File: src/rtl/stopwatch_pkg.sv
// Shared types and constants for the stopwatch controller.
// Optional feature macro: STOPWATCH_CTRL_AUTOSTOP_EN (adds the OVFSTOP state
// and the 59:59.99 auto-stop comparator).
package stopwatch_pkg;

    // Default number of BCD digits: csec1, csec10, sec1, sec10, min1, min10.
    localparam int NDIG_DEFAULT = 6;

    // Last displayable count, 59:59.99, MSD in the top nibble.
    localparam logic [23:0] OVF_PATTERN = 24'h595999;

    // Controller state; the encoding is visible on the STATE port.
    typedef enum logic [2:0] {
        ST_IDLE    = 3'd0,
        ST_RUN     = 3'd1,
        ST_PAUSE   = 3'd2,
        ST_LAP     = 3'd3
`ifdef STOPWATCH_CTRL_AUTOSTOP_EN
        ,
        ST_OVFSTOP = 3'd4
`endif
    } sw_state_e;

endpackage

File: src/rtl/sw_lap_latch.sv
// Lap capture register plus the display multiplexer. While hold is high the
// captured digits are shown; otherwise the live count passes straight through.
module sw_lap_latch
    import stopwatch_pkg::*;
#(
    parameter int NDIG = NDIG_DEFAULT
) (
    input  logic              CLK,
    input  logic              RST,
    input  logic              capture,
    input  logic              hold,
    input  logic [4*NDIG-1:0] DIG_IN,
    output logic [4*NDIG-1:0] DISP_OUT
);

    logic [4*NDIG-1:0] lap_q;

    // Snapshot the live count on a lap press; cleared by reset.
    always_ff @(posedge CLK or negedge RST) begin
        if (!RST) begin
            lap_q <= '0;
        end else if (capture) begin
            lap_q <= DIG_IN;
        end
    end

    // Frozen lap value while holding, live digits otherwise.
    always_comb begin
        DISP_OUT = hold ? lap_q : DIG_IN;
    end

endmodule

File: src/rtl/stopwatch_ctrl.sv
// Stopwatch control FSM: start/stop, lap/reset, counter enable and clear.
// Optional feature macro: STOPWATCH_CTRL_AUTOSTOP_EN stops the count at
// 59:59.99 and parks the FSM in OVFSTOP until lap/reset is pressed.
// Without the macro the counter chain simply wraps to 00:00.00.
module stopwatch_ctrl
    import stopwatch_pkg::*;
#(
    parameter int NDIG = NDIG_DEFAULT
) (
    input  logic              CLK,
    input  logic              RST,
    input  logic              EN10MS,
    input  logic              SS,
    input  logic              LR,
    input  logic [4*NDIG-1:0] DIG_IN,
    output logic              CNT_TICK,
    output logic              CNT_CLR,
    output logic [4*NDIG-1:0] DISP_OUT,
    output logic [2:0]        STATE,
    output logic              RUN_LED
);

    // Handshake note: SS, LR and EN10MS are single-cycle strobes with no
    // back-pressure; each is acted on in the cycle it is high. When SS and
    // LR coincide, SS is taken and LR is dropped.

    sw_state_e state, state_nx;
    logic      clr_nx;
    logic      cnt_clr_q;
    logic      capture;
    logic      counting;
    logic      ovf_hit;

    assign counting = (state == ST_RUN) || (state == ST_LAP);

`ifdef STOPWATCH_CTRL_AUTOSTOP_EN
    localparam logic [4*NDIG-1:0] OVF_FULL = (4*NDIG)'(OVF_PATTERN);
    assign ovf_hit = counting && (DIG_IN == OVF_FULL);
`else
    assign ovf_hit = 1'b0;
`endif

    // State register and the registered one-cycle counter clear.
    always_ff @(posedge CLK or negedge RST) begin
        if (!RST) begin
            state     <= ST_IDLE;
            cnt_clr_q <= 1'b0;
        end else begin
            state     <= state_nx;
            cnt_clr_q <= clr_nx;
        end
    end

    // Next-state decode; SS is tested first so it always beats LR.
    always_comb begin
        state_nx = state;
        clr_nx   = 1'b0;
        capture  = 1'b0;
        case (state)
            ST_IDLE: begin
                if (SS) state_nx = ST_RUN;
            end
            ST_RUN: begin
                if (SS) begin
                    state_nx = ST_PAUSE;
                end else if (LR) begin
                    state_nx = ST_LAP;
                    capture  = 1'b1;
                end
            end
            ST_LAP: begin
                if (SS) begin
                    state_nx = ST_PAUSE;
                end else if (LR) begin
                    state_nx = ST_RUN;
                end
            end
            ST_PAUSE: begin
                if (SS) begin
                    state_nx = ST_RUN;
                end else if (LR) begin
                    state_nx = ST_IDLE;
                    clr_nx   = 1'b1;
                end
            end
`ifdef STOPWATCH_CTRL_AUTOSTOP_EN
            ST_OVFSTOP: begin
                if (LR) begin
                    state_nx = ST_IDLE;
                    clr_nx   = 1'b1;
                end
            end
`endif
            default: state_nx = ST_IDLE;
        endcase
`ifdef STOPWATCH_CTRL_AUTOSTOP_EN
        // Reaching the last count overrides any button in the same cycle.
        if (ovf_hit) begin
            state_nx = ST_OVFSTOP;
            capture  = 1'b0;
        end
`endif
    end

    sw_lap_latch #(.NDIG(NDIG)) u_lap (
        .CLK      (CLK),
        .RST      (RST),
        .capture  (capture),
        .hold     (state == ST_LAP),
        .DIG_IN   (DIG_IN),
        .DISP_OUT (DISP_OUT)
    );

    assign CNT_TICK = EN10MS && counting && !ovf_hit;
    assign CNT_CLR  = cnt_clr_q;
    assign STATE    = state;
    assign RUN_LED  = counting;

endmodule

File: config.mk
export PLATFORM = sky130hd
export DESIGN_NAME = stopwatch_ctrl
export DESIGN_NICKNAME = d
export VERILOG_FILES = /design/src/rtl/stopwatch_pkg.sv /design/src/rtl/sw_lap_latch.sv /design/src/rtl/stopwatch_ctrl.sv
export SDC_FILE = /design/constraint.sdc
export NUM_CORES = 1
export LEC_CHECK = 0
export ABC_CLOCK_PERIOD_IN_PS = 1400
export BUFFER_PORTS_ARGS = -buffer_cell sky130_fd_sc_hd__buf_2
export CAP_MARGIN = 5
export CORE_ASPECT_RATIO = 1.1
export CORE_MARGIN = 2
export CORE_UTILIZATION = 30
export DETAILED_ROUTE_END_ITERATION = 12
export PLACE_DENSITY = 0.59
export RECOVER_POWER = 100
export SLEW_MARGIN = 20
export SYNTH_ARGS = -nofsm -noshare
export SYNTH_HDL_FRONTEND = slang
export SYNTH_SLANG_ARGS = --single-unit
File: constraint.sdc
create_clock -name CLK -period 1.4 [get_ports CLK]
set_clock_uncertainty 0.2 [all_clocks]
set_input_delay 0.28 -clock CLK [delete_from_list [all_inputs] [get_ports CLK]]
set_output_delay 0.28 -clock CLK [all_outputs]
set_load 0.01 [all_outputs]
==> results of run 1 <==
## cells in the mapped netlist (all sizes together)
library cell / number / area (um2)
dfrtp: 27 / 676
and3b: 1 / 8.76
and2: 1 / 6.26
buf: 6 / 68.8
xor2: 1 / 8.76
clkbuf: 1 / 3.75
nor2b: 1 / 6.26
o21ai: 2 / 10.0
conb: 1 / 3.75
mux2: 48 / 616
nand2: 1 / 6.26
nor3b: 1 / 7.51
or2b: 1 / 7.51
## how the worst min path moves through the flow
stage                            endpoint  slack [ns]  cells past startpoint
after CTS                        STATE[1]        0.02                      2
after floorplan                   CNT_CLR       -0.22                      0
final                            STATE[1]        0.01                      2
after global routing             STATE[1]       0.007                      2
after global placement    u_lap.lap_q[20]        0.12                      1
after detailed placement  u_lap.lap_q[18]        0.14                      1
## registers in the layout, indices dropped and copies added (netlist names)
register and count:
u_lap.lap_q 24, STATE 2, CNT_CLR 1
## repair_timing
item                                    CTS  global route
setup buffers                             6             3
hold buffers                              1             0
endpoints found under the setup margin   52            54
pin swaps                                 1             1
endpoints found under the hold margin    27             0
cloned                                    2             0
resized for setup                        48            18
## cells by family after synthesis
family | after synthesis | share of synthesized area
compound gates | 2 | 0.00701
xor+xnor | 1 | 0.00613
buf+inv | 7 | 0.0508
flops | 27 | 0.473
mux | 48 | 0.431
other cells | 1 | 0.00262
simple gates | 6 | 0.0298
## critical path: cells and delay by family (launching register included)
family                 cells  cell delay (ns)
buffers and inverters      2             0.28
DFF                        1             0.43
muxes                      1             0.35
and+or+nand+nor            1             0.10
## placed cells by master (no fill, tap or decap), types with 3 or more instances in the layout
| master | count |
|---|---|
| buf_6 | 29 |
| buf_8 | 3 |
| clkbuf_8 | 3 |
| mux2_2 | 10 |
| buf_2 | 34 |
| buf_4 | 3 |
| dfrtp_1 | 26 |
| mux2_4 | 38 |
## per-stage QoR
stage               power [mW]   util  cells  setup WS (ns)
CTS                       4.34  0.472    219         -0.513
global route              4.66  0.473    218         -0.569
floorplan                 2.65      -     92         -0.199
finish                    4.38  0.473    218         -0.512
detailed placement        3.21  0.388    207         -0.270
global placement          3.17  0.388    207         -0.232
## report_power, final
part	total [mW]	switching, mW	internal [mW]
combinational	2.54	0.834	1.70
clock	0.443	0.243	0.199
sequential	1.40	0.238	1.17
## area by class of cell
cell class                      instances  area [um2]
Timing Repair Buffer                   73         627
Tap cell                               56        70.1
Sequential cell                        27         677
Clock inverter                          1        5.00
Multi-Input combinational cell         58         767
Clock buffer                            3        41.3
Fill cell                             418        2430
## layer usage
| metal | up-vias | global-route usage |
|---|---|---|
| li1 | 462 | - |
| met4 | 0 | 0.0173 |
| met3 | 0 | 0.0198 |
| met2 | 40 | 0.185 |
| met1 | 476 | 0.180 |
| met5 | - | 0 |
==> flow_summary_export.csv, run 1 <==
group,metric,value,unit
min_path,hold_path_startpoint,"LR",
logic_synthesis,ys_warn_count,0,
critical_path,crit_start,"STATE[1]",
critical_path,crit_type,"flop to output port",
power_and_ir_drop,cellPowerDensity,2000,nW/um2
route,highest_layer,"met3",
critical_path,worst_setup_path_start_kind,"flop",
timing,timing.fmax,523,MHz
critical_path,reg2reg_slack,-0.39,ns
clocking,path_clk_slew,0.10,ns
global_route,antenna_found_initial,0,
critical_path,worstPathArrival,1.43,ns
clocking,cts_buffers,3,
layout,layout.nets,192,
layout,antenna_cells,0,
critical_path,worst_r2r_endpoint,"u_lap.lap_q[8]",
die,fp.dieW,69.8,um
logic_synthesis,synth_nets,121,
clocking,clock_latency,0.27,ns
timing,period_share,1.37,
die,die_y,76.4,um
flow_run,drv_cap,0,
clocking,cts.sinks,27,
die,ios,59,
route,first_pass_iters,2,
critical_path,crit_end,"DISP_OUT[17]",
place,placed_area,1790,um2
timing,drv_slew,0,
timing,rsz0062_at_grt,"true",
power_and_ir_drop,p_leak,1.10,nW
critical_path,r2r-start,"STATE[0]",
critical_path,slowest_stage,"dfrtp_1",
critical_path,cp_data_required_time,0.92,ns
global_route,grtUsageTotal,0.120,
route,drt-met1-wl,1.45,mm
place,hpwlAfterDp,2.04,mm
place,gp_congestion,0.754,
critical_path,cp_max_fo,13,
global_route,grt_max_degree,28,
critical_path,cp_cell_sequence,"nand2_4, buf_12, mux2_2, buf_6",
critical_path,cpPeakStageDelay,0.43,ns
critical_path,critPathCaptureType,"output port",
timing,setup_violations,53,
logic_synthesis,syn_area_per_cell,15.5,um2
layout,final_cell_area,2190,um2
die,dieArea,5330,um2
timing,slew_headroom,0.547,
place,port_buffers,57,
timing,period_minus_slack,1.91,ns
logic_synthesis,syn-instance-count,92,
global_route,first_global_vias,1067,
timing,hold_ws,0.0108,ns
die,initial_core_util,0.309,
route,drtIter0Drc,37,
logic_synthesis,synthDistinctLibCells,17,
die,rows,26,
timing,finalHoldViolations,0,
critical_path,rr_worst_depth,6,
route,ant_nets,0,
route,drcViolationCount,0,
layout,final_layout_size_suffix_gt1_frac,0.796,
min_path,hp-class,"input port to flop",
layout,syn_to_final_growth,53.1,%
clocking,cts.path.max_buffers,2,
route,drt_wl_total,3.14,mm
logic_synthesis,synth_seq_cells,27,
logic_synthesis,synth_area,1430,um2
die,coreArea,4620,um2
route,wl_met3,190,um
outcome,violations,"negative setup slack",
route,avgRoutedWirePerCell,14.4,um
outcome,status,"complete, but fails checks",
global_route,overflow,0,
clocking,cts_root_buf,"clkbuf_8",
timing,final.setup.worst_slack,-0.512,ns
power_and_ir_drop,vdd_drop_max,969,uV
timing,tns,-20.48,ns
clocking,cts_tree,"built",
route,wl_met2,1.50,mm
global_route,grt_pass1_wl,5.31,mm
route,vias,978,
logic_synthesis,yosysSeqAreaShare,0.473,
route,via_per_inst,4.49,
timing,worstMarginPinSlew,0.679,ns
clocking,htree_levels,1,
(Power assumes the default switching activity.)
==> inputs of run 2 (changes only) <==
--- a/config.mk
+++ b/config.mk
@@ -8,7 +8,7 @@
 export ABC_CLOCK_PERIOD_IN_PS = 1400
 export BUFFER_PORTS_ARGS = -buffer_cell sky130_fd_sc_hd__buf_2
 export CAP_MARGIN = 5
-export CORE_ASPECT_RATIO = 1.1
+export CORE_ASPECT_RATIO = 2
 export CORE_MARGIN = 2
 export CORE_UTILIZATION = 30
 export DETAILED_ROUTE_END_ITERATION = 12
==> flow_summary_export.csv, run 2 (synthesis gave the netlist of run 1 again) <==
group,metric,value,unit
outcome,status,"complete, but fails checks",
outcome,violations,"negative setup slack",
route,ant_nets,0,
power_and_ir_drop,pwr-share-clk,0.093,
route,drt_wl_total,3.61,mm
critical_path,slowest_stage,"dfrtp_1",
critical_path,reg2reg_slack,-0.41,ns
clocking,cts_tree,"built",
layout,stdcell_count,222,
timing,slew_headroom,0.593,
layout,fill_cells,395,
timing,setup_violations,52,
layout,largest-register,"u_lap.lap_q",
die,ios,59,
timing,drv_slew,0,
min_path,hold_path_startpoint,"LR",
critical_path,worst_path_most_repeated_cell,"buf_6",
die,coreArea,4600,um2
timing,final.setup.worst_slack,-0.515,ns
timing,timing.fmax,522,MHz
layout,multi_input_area,796,um2
timing,period_share,1.37,
place,hpwlAfterDp,2.44,mm
die,initial_core_util,0.311,
layout,regArea,677,um2
critical_path,cp_cell_sequence,"nand2_4, buf_6, mux2_4, buf_6",
place,placed_area,1820,um2
die,rows,35,
timing,period_minus_slack,1.92,ns
global_route,overflow,0,
die,dieArea,5360,um2
place,port_buffers,57,
power_and_ir_drop,p_int,3.27,mW
route,first_pass_iters,4,
route,avgRoutedWirePerCell,16.2,um
clocking,cts_buffers,3,
global_route,grtUsageTotal,0.146,
power_and_ir_drop,power,4.69,mW
power_and_ir_drop,p_comb_frac,0.607,
place,gp_congestion,0.731,
power_and_ir_drop,p_sw,1.42,mW
critical_path,worst_setup_path_start_kind,"flop",
clocking,cts.path.max_buffers,2,
layout,final_cell_area,2300,um2
timing,rsz0062_at_grt,"true",
global_route,antenna_found_initial,0,
layout,final_layout_size_suffix_gt1_frac,0.796,
place,dp_cells,208,
critical_path,rr_worst_depth,6,
global_route,grt_max_degree,28,
clocking,htree_levels,1,
layout,syn_to_final_growth,61.0,%
power_and_ir_drop,cellPowerDensity,2040,nW/um2
route,via_per_inst,4.60,
layout,layout_common_cells,"mux2_4, buf_6, buf_2, dfrtp_1, buf_4",
power_and_ir_drop,vdd_drop_max,1000,uV
critical_path,cp_data_required_time,0.92,ns
timing,worstMarginPinSlew,0.611,ns
flow_run,drv_cap,0,
critical_path,worstPathArrival,1.44,ns
route,vias,1021,
critical_path,r2r-start,"STATE[1]",
clocking,clock_latency,0.27,ns
power_and_ir_drop,p_seq_frac,0.299,
critical_path,critPathCaptureType,"output port",
min_path,holdPathStages,2,
route,drcViolationCount,0,
layout,layout_commonest_cell,"mux2_4",
global_route,grt_pass1_wl,5.78,mm
clocking,path_clk_slew,0.09,ns
critical_path,cp_max_fo,5,
global_route,first_global_vias,1152,
timing,hold_ws,0.0108,ns
min_path,holdPathEnd,"STATE[1]",
critical_path,cpPeakStageDelay,0.42,ns
clocking,cts.sinks,27,
route,drtIter0Drc,3,
die,fp.dieW,52.8,um
min_path,hp-class,"input port to flop",
power_and_ir_drop,p_leak,1.18,nW
clocking,cts_root_buf,"clkbuf_8",
layout,layout.nets,197,
layout,antenna_cells,0,
layout,largest_reg_flops,24,
timing,finalHoldViolations,0,
critical_path,worst_r2r_endpoint,"u_lap.lap_q[12]",
power_and_ir_drop,switching_share,0.302,
die,die_y,102,um
critical_path,crit_type,"flop to output port",
run 2: cell types whose count changed in the layout (fill, tap and decap cells not counted), moves of 2 or more:
cell / delta
buf_12: +2
buf_2: -4
mux2_2: -7
buf_4: +5
mux2_4: +7
buf_8: -2
buf_6: +3
clkbuf_1: +2
run 2: cell type report:
type                    count  area share
clock buffers               4      0.0196
multi-input cells          58       0.346
well taps                  55      0.0299
repair buffers             78       0.310
flip-flops and latches     27       0.294
run 2: repair_timing:
item	CTS	global route
endpoints found under the setup margin	52	53
pin swaps	2	1
hold buffers	1	0
resized for setup	63	9
buffers inserted	5	6
gates cloned	2	0
endpoints found under the hold margin	27	0
run 2: through the flow:
step / worst slack, ns / TNS [ns] / util
final: -0.515 / -22.28 / 0.500
after global routing: -0.559 / -24.47 / 0.500
after CTS: -0.530 / -22.79 / 0.494
after detailed placement: -0.267 / -11.12 / 0.396
after global placement: -0.226 / -10.05 / 0.396
after floorplan: -0.199 / -8.18 / -
run 2: worst max path at each step:
stage / from / endpoint / slack [ns] / cells past startpoint
2_1_floorplan: STATE[1] / u_lap.lap_q[0] / -0.20 / 5
6_report: STATE[1] / DISP_OUT[23] / -0.52 / 4
5_1_grt: STATE[1] / DISP_OUT[23] / -0.56 / 4
3_3_place_gp: STATE[0] / DISP_OUT[12] / -0.23 / 4
3_5_place_dp: STATE[1] / u_lap.lap_q[15] / -0.27 / 4
4_1_cts: STATE[0] / DISP_OUT[14] / -0.53 / 4
run 2: power by group through the flow:
| stage | sequential [mW] | combinational, mW | clock [mW] |
|---|---|---|---|
| after floorplan | 1.36 | 1.30 | 0 |
| after global placement | 1.36 | 1.83 | 0 |
| after detailed placement | 1.39 | 1.88 | 0 |
| after CTS | 1.40 | 2.78 | 0.461 |
| after global routing | 1.45 | 3.02 | 0.490 |
| final | 1.40 | 2.85 | 0.438 |
run 2: metal layers:
layer  part of all wire  routed length [um]  global-route usage
met1               0.36                1310               0.161
met4              0.022                  81              0.0513
met2               0.57                2050               0.272
met5                  0                   0                   0
met3              0.045                 164              0.0192
run 2: critical path, delay by kind of cell, from the launching register on:
| family | cells | cell delay (ns) |
|---|---|---|
| flip-flops | 1 | 0.42 |
| multiplexers | 1 | 0.31 |
| buffers and inverters | 2 | 0.28 |
| AND/OR/NAND/NOR | 1 | 0.15 |
==> inputs of run 3 (changes only) <==
--- a/config.mk
+++ b/config.mk
@@ -5,6 +5,7 @@
 export SDC_FILE = /design/constraint.sdc
 export NUM_CORES = 1
 export LEC_CHECK = 0
+export ABC_AREA = 1
 export ABC_CLOCK_PERIOD_IN_PS = 1400
 export BUFFER_PORTS_ARGS = -buffer_cell sky130_fd_sc_hd__buf_2
 export CAP_MARGIN = 5
==> flow_summary_export.csv, run 3 <==
group,metric,value,unit
place,hpwlAfterDp,2.75,mm
place,post-place-ws,-0.0493,ns
outcome,status,"complete, but fails checks",
timing,final.setup.worst_slack,-0.317,ns
die,ios,59,
global_route,grt_max_degree,28,
layout,largest_reg_flops,24,
layout,final_util,0.417,
critical_path,cp_cell_sequence,"buf_4, nand3_1, nand2_1, buf_2",
power_and_ir_drop,power,2.69,mW
global_route,overflow,0,
critical_path,worstPathArrival,1.24,ns
logic_synthesis,syn-instance-count,210,
logic_synthesis,synthTopCellsByCount,"nand2_1, nand3_1, dfrtp_1, buf_2, inv_1",
layout,final_layout_size_suffix_gt1_frac,0.306,
power_and_ir_drop,cellPowerDensity,1350,nW/um2
clocking,cts.sinks,27,
timing,worstMarginPinSlew,0.624,ns
critical_path,worst_r2r_endpoint,"u_lap.lap_q[16]",
logic_synthesis,synth-main-ff-cell,"dfrtp_1",
logic_synthesis,ys_async_sr_fraction,1.00,
critical_path,slowest_stage,"dfrtp_2",
clocking,cts_tree,"built",
clocking,cts_root_buf,"clkbuf_8",
critical_path,cp_data_required_time,0.92,ns
clocking,path_clk_slew,0.09,ns
logic_synthesis,synth_most_common_cell,"nand2_1",
clocking,cts_buffers,3,
power_and_ir_drop,vdd_drop_max,844,uV
clocking,cts.path.max_buffers,2,
place,port_buffers,57,
die,initial_core_util,0.308,
timing,drv_slew,0,
die,die_y,103,um
layout,layout_common_cells,"nand2_1, buf_2, nand3_1, dfrtp_1, buf_4",
logic_synthesis,synth_area,1470,um2
timing,timing.fmax,583,MHz
critical_path,cp_max_fo,11,
timing,period_share,1.23,
layout,regArea,678,um2
route,first_pass_iters,4,
route,drtIter0Drc,30,
layout,syn_to_final_growth,35.4,%
min_path,holdPathStages,2,
timing,rsz0062_at_grt,"true",
timing,period_minus_slack,1.72,ns
logic_synthesis,ys_warn_count,0,
die,fp.dieW,53.5,um
clocking,clock_latency,0.27,ns
global_route,first_global_vias,1525,
outcome,violations,"negative setup slack",
critical_path,cpPeakStageDelay,0.47,ns
die,dieArea,5510,um2
layout,layout.nets,301,
critical_path,critPathCaptureType,"output port",
route,drcViolationCount,0,
layout,multi_input_area,738,um2
route,ant_nets,0,
critical_path,reg2reg_slack,-0.09,ns
logic_synthesis,synth_seq_cells,27,
layout,largest-register,"u_lap.lap_q",
timing,setup_violations,52,
timing,tns,-9.50,ns
min_path,hold_path_startpoint,"SS",
power_and_ir_drop,p_leak,1.17,nW
route,via_per_inst,4.72,
critical_path,rr_worst_depth,7,
timing,finalHoldViolations,0,
global_route,grt_pass1_wl,6.81,mm
critical_path,r2r-start,"STATE[0]",
die,coreArea,4770,um2
clocking,htree_levels,1,
route,avgRoutedWirePerCell,12.4,um
critical_path,crit_type,"flop to output port",
global_route,antenna_found_initial,0,
route,drt_wl_total,4.08,mm
layout,layout_commonest_cell,"nand2_1",
logic_synthesis,syn_area_per_cell,6.99,um2
logic_synthesis,synth_nets,239,
logic_synthesis,synth_top_area_frac,0.460,
flow_run,drv_cap,0,
layout,antenna_cells,0,
logic_synthesis,yosys.area.top_type,"dfrtp_1",
layout,fill_cells,538,
logic_synthesis,synthDistinctLibCells,14,
critical_path,worst_setup_path_start_kind,"flop",
logic_synthesis,synth-edff-count,0,
logic_synthesis,yosysSeqAreaShare,0.460,
logic_synthesis,ys_top_cells_by_area,"dfrtp_1, nand2_1, nand3_1",
route,vias,1547,
place,gp_congestion,0.670,
die,rows,36,
min_path,hp-class,"input port to flop",
min_path,holdPathEnd,"CNT_CLR",
global_route,grtUsageTotal,0.160,
timing,slew_headroom,0.584,
[run 3: where the power goes]
part	total, mW	internal, mW	switching [mW]
logic	1.04	0.441	0.599
clock network	0.437	0.204	0.233
registers	1.21	1.05	0.169
[run 3: logic make-up (layout without fill, tap and decap cells)]
logic type / Yosys count / count (layout) / synth area share
buf+inv: 21 / 81 / 0.0690
flops: 27 / 27 / 0.460
other cells: 1 / 1 / 0.00255
simple gates: 161 / 162 / 0.468
[run 3: worst max path at each step]
stage	start	endpoint	slack (ns)	depth (start not counted)
floorplan	STATE[0]	DISP_OUT[12]	-0.02	4
finish	STATE[1]	DISP_OUT[9]	-0.32	4
detailed placement	STATE[0]	DISP_OUT[5]	-0.05	4
global route	STATE[0]	DISP_OUT[5]	-0.40	4
CTS	STATE[0]	DISP_OUT[5]	-0.32	4
global placement	STATE[0]	DISP_OUT[5]	-0.04	4
[run 3: final cells by class]
class / count / share of cell area
inverter: 5 / 0.00943
tap: 57 / 0.0358
timing repair buffer: 72 / 0.220
sequential: 27 / 0.341
multi-input combinational: 163 / 0.371
clock buffer: 4 / 0.0226
[run 3: timing repair]
action | 4_1_cts | 5_1_grt
hold buffers | 1 | 0
setup buffers | 5 | 0
gates resized for setup | 12 | 2
setup endpoints to repair | 52 | 52
cloned | 1 | 0
hold endpoints to repair | 27 | 0
[run 3: stage by stage]
step                instance area, um2  cells  hold slack, ns
floorplan                         1500    210          -0.216
global placement                  1820    317           0.104
detailed placement                1820    317           0.107
CTS                               1980    328          0.0244
global route                      1990    328          0.0364
finish                            1990    328          0.0418
[run 3: per-layer routing]
metal | share of wire | routed length, um | vias up | GRT usage
met5 | 0 | 0 | - | 0
met4 | 0.014 | 56 | 0 | 0.0493
met3 | 0.059 | 241 | 6 | 0.0174
met2 | 0.49 | 2000 | 56 | 0.277
met1 | 0.44 | 1780 | 699 | 0.203
li1 | - | - | 786 | -
[run 3: worst max-delay path, delay by kind of cell (launching register included)]
family / cells / cell delay [ns]
DFF: 1 / 0.47
buffers and inverters: 2 / 0.33
and+or+nand+nor: 2 / 0.17
